$ cat src/rtl/multicycle_control.sv
// Multicycle controller for a small MIPS-like datapath.
// One instruction walks IF -> ID -> (EX) -> (MEM) -> (WB) -> IF; the datapath
// strobes are decoded combinationally from the current state plus the
// opcode/func captured on the ID->EX edge.
module multicycle_control #(
  parameter bit HALT_ON_ILLEGAL = 1'b1
) (
  input  logic        clk,
  input  logic        rst_n,
  input  logic [5:0]  ins_Opcode,
  input  logic [5:0]  ins_func,
  input  logic        zero,
  input  logic        mem_ready,
  output logic [2:0]  state,
  output logic        ir_we,
  output logic        pc_we,
  output logic [1:0]  pc_src,
  output logic [2:0]  alu_op,
  output logic        alu_src,
  output logic        ext_sel,
  output logic        reg_dst,
  output logic        mem_to_reg,
  output logic        mem_we,
  output logic        mem_re,
  output logic        reg_we,
  output logic        halted,
  output logic [15:0] retired
);

  typedef enum logic [2:0] {
    S_IF   = 3'b000,
    S_ID   = 3'b001,
    S_EX   = 3'b010,
    S_MEM  = 3'b011,
    S_WB   = 3'b100,
    S_HALT = 3'b111
  } state_t;

  typedef enum logic [2:0] {
    I_ADD, I_SUBU, I_SLTU, I_ORI, I_LW, I_SW, I_BEQ, I_J
  } icls_t;

  typedef struct packed {
    logic  legal;
    icls_t cls;
  } dec_t;

  localparam logic [5:0] OP_RTYPE = 6'b000000;
  localparam logic [5:0] OP_ORI   = 6'b001101;
  localparam logic [5:0] OP_LW    = 6'b100011;
  localparam logic [5:0] OP_SW    = 6'b101011;
  localparam logic [5:0] OP_BEQ   = 6'b000100;
  localparam logic [5:0] OP_J     = 6'b000010;
  localparam logic [5:0] FN_ADD   = 6'b100000;
  localparam logic [5:0] FN_SUBU  = 6'b100011;
  localparam logic [5:0] FN_SLTU  = 6'b101011;

  function automatic dec_t decode(input logic [5:0] op, input logic [5:0] fn);
    dec_t d;
    d.legal = 1'b1;
    d.cls   = I_ADD;
    case (op)
      OP_RTYPE: begin
        case (fn)
          FN_ADD:  d.cls = I_ADD;
          FN_SUBU: d.cls = I_SUBU;
          FN_SLTU: d.cls = I_SLTU;
          default: d.legal = 1'b0;
        endcase
      end
      OP_ORI:  d.cls = I_ORI;
      OP_LW:   d.cls = I_LW;
      OP_SW:   d.cls = I_SW;
      OP_BEQ:  d.cls = I_BEQ;
      OP_J:    d.cls = I_J;
      default: d.legal = 1'b0;
    endcase
    return d;
  endfunction

  state_t      state_q, state_d;
  logic [5:0]  op_q, func_q;
  logic [15:0] retired_q;
  logic        retire;
  logic        ir_we_c, pc_we_c, mem_we_c, mem_re_c, reg_we_c;
  dec_t        id_dec, ex_dec;

  // ID looks at the live instruction fields; later states use the captured copy
  assign id_dec = decode(ins_Opcode, ins_func);
  assign ex_dec = decode(op_q, func_q);

  // State register, instruction capture on ID->EX, retire counter
  always_ff @(posedge clk or negedge rst_n) begin
    if (!rst_n) begin
      state_q   <= S_IF;
      op_q      <= '0;
      func_q    <= '0;
      retired_q <= '0;
    end else begin
      state_q   <= state_d;
      retired_q <= retired_q + 16'(retire);
      if (state_q == S_ID && state_d == S_EX) begin
        op_q   <= ins_Opcode;
        func_q <= ins_func;
      end
    end
  end

  // Next state and per-state datapath controls
  always_comb begin
    state_d    = state_q;
    ir_we_c    = 1'b0;
    pc_we_c    = 1'b0;
    pc_src     = 2'b00;
    alu_op     = 3'b000;
    alu_src    = 1'b0;
    ext_sel    = 1'b0;
    reg_dst    = 1'b0;
    mem_to_reg = 1'b0;
    mem_we_c   = 1'b0;
    mem_re_c   = 1'b0;
    reg_we_c   = 1'b0;
    retire     = 1'b0;
    case (state_q)
      S_IF: begin
        ir_we_c = 1'b1;
        pc_we_c = 1'b1;
        state_d = S_ID;
      end
      S_ID: begin
        if (!id_dec.legal) begin
          if (HALT_ON_ILLEGAL) begin
            state_d = S_HALT;
          end else begin
            retire  = 1'b1;
            state_d = S_IF;
          end
        end else if (id_dec.cls == I_J) begin
          pc_we_c = 1'b1;
          pc_src  = 2'b10;
          retire  = 1'b1;
          state_d = S_IF;
        end else begin
          state_d = S_EX;
        end
      end
      S_EX: begin
        case (ex_dec.cls)
          I_ADD, I_SUBU, I_SLTU: begin
            reg_dst = 1'b1;
            alu_op  = (ex_dec.cls == I_SUBU) ? 3'b001 :
                      (ex_dec.cls == I_SLTU) ? 3'b010 : 3'b000;
            state_d = S_WB;
          end
          I_ORI: begin
            alu_src = 1'b1;
            alu_op  = 3'b011;
            state_d = S_WB;
          end
          I_LW, I_SW: begin
            alu_src = 1'b1;
            ext_sel = 1'b1;
            state_d = S_MEM;
          end
          I_BEQ: begin
            alu_op  = 3'b001;
            ext_sel = 1'b1;
            pc_src  = 2'b01;
            pc_we_c = zero;
            retire  = 1'b1;
            state_d = S_IF;
          end
          default: state_d = S_IF;
        endcase
      end
      S_MEM: begin
        // strobe held for the whole wait; no timeout by design
        case (ex_dec.cls)
          I_LW: begin
            mem_re_c = 1'b1;
            if (mem_ready) state_d = S_WB;
          end
          I_SW: begin
            mem_we_c = 1'b1;
            if (mem_ready) begin
              retire  = 1'b1;
              state_d = S_IF;
            end
          end
          default: state_d = S_IF;
        endcase
      end
      S_WB: begin
        reg_we_c   = 1'b1;
        mem_to_reg = (ex_dec.cls == I_LW);
        reg_dst    = ex_dec.cls inside {I_ADD, I_SUBU, I_SLTU};
        retire     = 1'b1;
        state_d    = S_IF;
      end
      S_HALT: state_d = S_HALT;
      default: state_d = S_IF;
    endcase
  end

  // Strobes are gated by reset so an abort drops them without waiting for a clock
  assign ir_we   = ir_we_c  & rst_n;
  assign pc_we   = pc_we_c  & rst_n;
  assign mem_we  = mem_we_c & rst_n;
  assign mem_re  = mem_re_c & rst_n;
  assign reg_we  = reg_we_c & rst_n;
  assign state   = state_q;
  assign halted  = (state_q == S_HALT);
  assign retired = retired_q;

endmodule

$ cat config.mk
export PLATFORM = sky130hd
export DESIGN_NAME = multicycle_control
export DESIGN_NICKNAME = d
export VERILOG_FILES = /design/src/rtl/multicycle_control.sv
export SDC_FILE = /design/constraint.sdc
export NUM_CORES = 1
export LEC_CHECK = 0
export CAP_MARGIN = 10
export CORE_UTILIZATION = 45
export CTS_BUF_LIST = sky130_fd_sc_hd__clkbuf_2 sky130_fd_sc_hd__clkbuf_4 sky130_fd_sc_hd__clkbuf_8
export CTS_CLUSTER_SIZE = 30
export DETAILED_ROUTE_END_ITERATION = 10
export PLACE_DENSITY = 0.86
export REMOVE_ABC_BUFFERS = 1
export SLEW_MARGIN = 0
export SYNTH_ARGS = -nofsm -noshare
export SYNTH_HDL_FRONTEND = slang
export SYNTH_SLANG_ARGS = --single-unit
$ cat constraint.sdc
create_clock -name clk -period 2.79 [get_ports clk]
set_clock_uncertainty 0.2 [all_clocks]
set_input_delay 0.558 -clock clk [delete_from_list [all_inputs] [get_ports clk]]
set_output_delay 0.558 -clock clk [all_outputs]
set_load 0.02 [all_outputs]
Word-level counts from Yosys, hierarchy flattened
Index checks and enable logic that the tools add are counted.

storage, ports and cells
  flip-flop bits (word level) = 31
  output and inout bits = 34
  word-level logic and storage cells = 93

operators by class
  add/sub/neg operators = 1
  eq/ne operators = 28
  multiplexer cells = 42
  bitwise logic cells = 5
  reductions and logical operators = 13

operators with widths
  cell                                                 number
  equality test 6 bit, second input constant           9
  one-hot mux 3 bit (6 select lines)                   2
  two-way mux 1 bit                                    20
  equality test 3 bit, second input constant           6
  adder 16 x 1 -> 16 bit                               1
  equality test 3 x 2 -> 1 bit, second input constant  5
  one-hot mux 3 bit (5 select lines)                   1
  equality test 6 x 2 -> 1 bit, second input constant  2
  equality test 6 x 3 -> 1 bit, second input constant  2
  equality test 6 x 4 -> 1 bit, second input constant  2
  zero test 6 bit                                      2
  two-way mux 2 bit                                    6
  one-hot mux 2 bit (2 select lines)                   3
  one-hot mux 3 bit (2 select lines)                   2
  OR reduction 3 bit                                   4
  two-way mux 3 bit                                    3
  equality test 3 x 1 -> 1 bit, second input constant  2
  zero test 3 bit                                      2
  one-hot mux 2 bit (3 select lines)                   1
  AND 1 bit                                            5
  OR reduction 5 bit                                   1
  one-hot mux 1 bit (2 select lines)                   2
  one-hot mux 1 bit (4 select lines)                   1
  OR reduction 4 bit                                   1
  4 further kinds                                      4

Longest topological paths before layout
  word-level depth = 9
  depth in mapped cells = 13

Worst setup path before layout
No wires, ideal clock.

  kind = register to register
  start point = register op_q[0]
  end point = register retired_q[14] (netlist: retired[14])
  data arrival time = 2749 ps
  data required time = 2461 ps
  slack = -288 ps
  cell stages (with the launch flop) = 13
  period minus slack after synthesis = 3078 ps
  cells stage by stage = dfrtp_1 > buf_2 > or4b_1 > o21ai_0 > a2bb2oi_1 > or3b_1 > o211ai_1 > ha_1 > ha_1 > nand2_1 > nor3_1 > nand3_1 > xnor2_1

on the way
  cells in the longest elaborated chain, start to end = 6
  elaborated cells on any way between the ends = 13
  those cells by class = add/sub: 1; eq/ne: 7; mux: 4; reduce/logical: 1

RTL lines
  item                                                  RTL line  source
  start: declaration                                    82        logic [5:0] op_q, func_q;
  start signal: assignment                              103       op_q <= ins_Opcode;
  equality test 6 x 2 -> 1 bit (tied with other cells)  62        case (op)
  one-hot mux 3 bit (6 select lines) *                  62
  equality test 3 bit, on equally long branches         178, 148
  two-way mux 1 bit, on equally long branches           178, 148
  one-hot mux 1 bit (4 select lines) *                  124       case (state_q)
  adder 16 x 1 -> 16 bit *                              101       retired_q <= retired_q + 16'(retire);
  end signal: assignment                                101
  end: declaration                                      83        logic [15:0] retired_q;

Mark *: on every way between the ends. The rest lies on a longest branch, timed or not.
A chain may end at the register's enable or synchronous reset.

Worst setup path in the final report
  start point = register op_q[3]
  end point = output pc_we

on the way
  cells in the longest elaborated chain, start to end = 6
  elaborated cells on any way between the ends = 11
  those cells by class = eq/ne: 6; mux: 3; bitwise: 1; reduce/logical: 1

RTL lines
  item                                                  RTL line  source
  equality test 6 x 2 -> 1 bit (tied with other cells)  62
  one-hot mux 3 bit (6 select lines) *                  62
  equality test 3 bit *                                 148       case (ex_dec.cls)
  two-way mux 1 bit *                                   148
  one-hot mux 1 bit (3 select lines) *                  124
  AND 1 bit *                                           207       assign pc_we = pc_we_c & rst_n;
  end: declaration                                      16        output logic pc_we,

Marked as above.

==> results.txt <==
Status: finished with violations
Failing checks: setup timing
Critical path class: reg -> out
H-tree levels: 2
Via count: 1830
Final wirelength: 5830 um
Sequential area share after synthesis: 42.3%
Worst-Margin Slew: 0.500 ns
First-pass GRT wire length: 9120 um
CTS sink cnt: 31
Slew headroom: 66.4%
CP required: 2.03 ns
Peak VDD IR: 0.452 mV
Syn Inst Count: 178
Top cell type by total area after synthesis: dfrtp_1
Cts hold-fix bufs: 0
Seq pwr share: 44.6%
Distinct cell type count after synthesis: 50
Clk pin slew, worst setup/hold paths: 0.07 ns
Clock latency on the worst-skew pair: 0.29 ns
Worst setup margin: -0.301 ns
Placed inst area: 2660 sq um
Max_cap viols: 0
Port buffer count: 48
Startpoint types: register
Initial antenna violation count: 0
Leak: 1.43 nW
Total GRT Usage: 28.5%
Clk pwr share: 45.6%
Synth async-reset ratio: 100%
Detail Route Antenna Nets: 0
Count leader, synth: dfrtp_1
Mean post-synth cell area: 10.3 sq um
CTS tree: yes
Area growth syn-to-layout: 71.1%
Endpoint type of the worst setup path: primary output
Final Max Slew Viols: 0
Top cell type's share of synthesized area: 42.3%
Finish-stage setup viols: 23
P_sw: 0.227 mW
CP max FO: 4
Vias per cell: 5.56
Synth warnings: 0
Routed WL per cell: 17.7 um
Sw Share: 22.2%
CP Data Arrival Time: 2.33 ns
Nets: 298
Vert. Die Dim: 65.8 um
EDFF count, synth: 0
Hold WS: 0.284 ns
Rows: 22
Core Region: 3770 sq um
PwrDens: 326 nW/um^2
HPWL after detailed placement: 3520 um
GP Congestion: 0.876
Io pins: 50
Worst-case clock buffer depth: 2
Fmax: 0.324 GHz
Cell internal pwr: 0.796 mW
Layout cells sized above 1: 48.8%
Die W: 65.8 um
Period utilisation layout: 111%
CTS buffer count: 5
Iteration-0 DRC Markers: 80
Most instantiated cells after synthesis: dfrtp_1 (31), nor2_1 (15), nand2_1 (13)
Synth area leaders: dfrtp_1 (42%), mux2_4 (7.4%), xnor2_1 (4.8%)
Drt drc: 0
Final instance area: 3140 sq um
Initial Util: 48.6%
Total global routing overflow: 0
Number of global-route vias before repair: 1905
TritonRoute pass-1 iters: 4
RSZ-0062 raised after global routing: true
Min Tclk post-route: 3.09 ns
Hold Crit Class: reg -> reg
Largest net degree at the start of global routing: 32
Dominant synthesized flop cell: dfrtp_1
Post-Syn Area: 1830 sq um
Root Buffer: clkbuf_8
# diodes: 0
Die area: 4340 sq um
Flop and latch count out of synthesis: 31
Logic pwr share: 9.8%
Final Hold Viols: 0
==> repair_timing <==
| item | CTS | global route |
|---|---|---|
| endpoints found under the hold margin | 0 | 0 |
| endpoints found under the setup margin | 36 | 30 |
| setup buffers | 10 | 2 |
| resized for setup | 104 | 35 |
| gates cloned | 1 | 0 |
| pin swaps | 30 | 11 |
==> kinds of logic after synthesis <==
logic type	Yosys count	synth area share, %
buffers and inverters	13	3.82
multiplexers	11	8.59
flip-flops	31	42.3
AO/OA/AOI/OAI	23	10.0
other	1	0.204
adder cells (fa/ha/maj)	2	1.36
XOR/XNOR	16	7.64
AND/OR/NAND/NOR	81	26.1
==> worst max-delay path, stage by stage (launching register included) <==
cell	delay [ns]
dfrtp_1	0.41
or4b_4	0.57
o21ai_2	0.10
a2bb2oi_2	0.09
or3b_4	0.42
o41ai_2	0.25
buf_4	0.21
==> layout by cell type (no fill, tap or decap), drive strengths merged, types with 4 or more instances in the layout <==
cell	netlist	layout
a21oi	5	5
buf	5	65
clkbuf	3	9
clkdlybuf4s50	0	30
dfrtp	31	31
inv	5	5
mux2	11	11
nand2	13	13
nand3	12	12
nor2	16	16
nor3	8	8
nor4	4	4
o21ai	7	7
xnor2	10	10
xor2	6	6
==> final timing paths <==
path	start	endpoint	slack, ns	cells past startpoint
worst max-delay path	op_q[3]	pc_we	-0.30	6
worst min-delay path	retired[15]	retired[15]	0.28	1
worst max register to register	op_q[3]	retired[15]	-0.24	12
worst min register to register	retired[15]	retired[15]	0.28	1
max in group asynchronous	rst_n	op_q[1]	1.47	3
min in group asynchronous	rst_n	retired[15]	0.61	3
==> power groups by stage <==
| stage | logic, mW | clock network, mW | registers (mW) |
|---|---|---|---|
| 6_report | 0.100 | 0.466 | 0.456 |
| 5_1_grt | 0.108 | 0.490 | 0.457 |
| 4_1_cts | 0.0924 | 0.467 | 0.456 |
| 3_5_place_dp | 0.0837 | 0 | 0.464 |
| 3_3_place_gp | 0.0813 | 0 | 0.464 |
| 2_1_floorplan | 0.0225 | 0 | 0.465 |
==> stage by stage <==
| stage | cells | power (mW) | util (%) | setup WS [ns] | setup TNS (ns) |
|---|---|---|---|---|---|
| floorplan | 170 | 0.487 | - | -0.243 | -1.43 |
| global placement | 309 | 0.546 | 70.5 | -0.711 | -11.70 |
| detailed placement | 309 | 0.548 | 70.5 | -0.765 | -14.39 |
| CTS | 327 | 1.02 | 80.4 | -0.228 | -1.63 |
| global route | 329 | 1.05 | 83.2 | -0.346 | -4.83 |
| finish | 329 | 1.02 | 83.2 | -0.301 | -2.78 |
==> sequential cells by signal, indices dropped and copies added, names as in the netlist <==
| name | flops |
|---|---|
| op_q | 6 |
| state | 3 |
| retired | 16 |
| func_q | 6 |
==> metal layers <==
layer / GRT usage (%) / share of wire, % / up-vias
met5: 0 / 0 / -
met4: 12.5 / 3.2 / 0
met3: 6.38 / 4.3 / 20
met2: 52.3 / 55 / 76
met1: 30.7 / 37 / 899
li1: - / - / 835
==> cell type report <==
class / instances / area [sq um]
Multi-Input combinational cell: 134 / 1250
Tap cell: 48 / 60.1
Clock buffer: 6 / 82.6
Timing Repair Buffer: 103 / 915
Clock inverter: 2 / 35.0
Inverter: 5 / 18.8
Sequential cell: 31 / 777
Fill cell: 201 / 632
No activity file was read; power rests on OpenSTA's default activity.
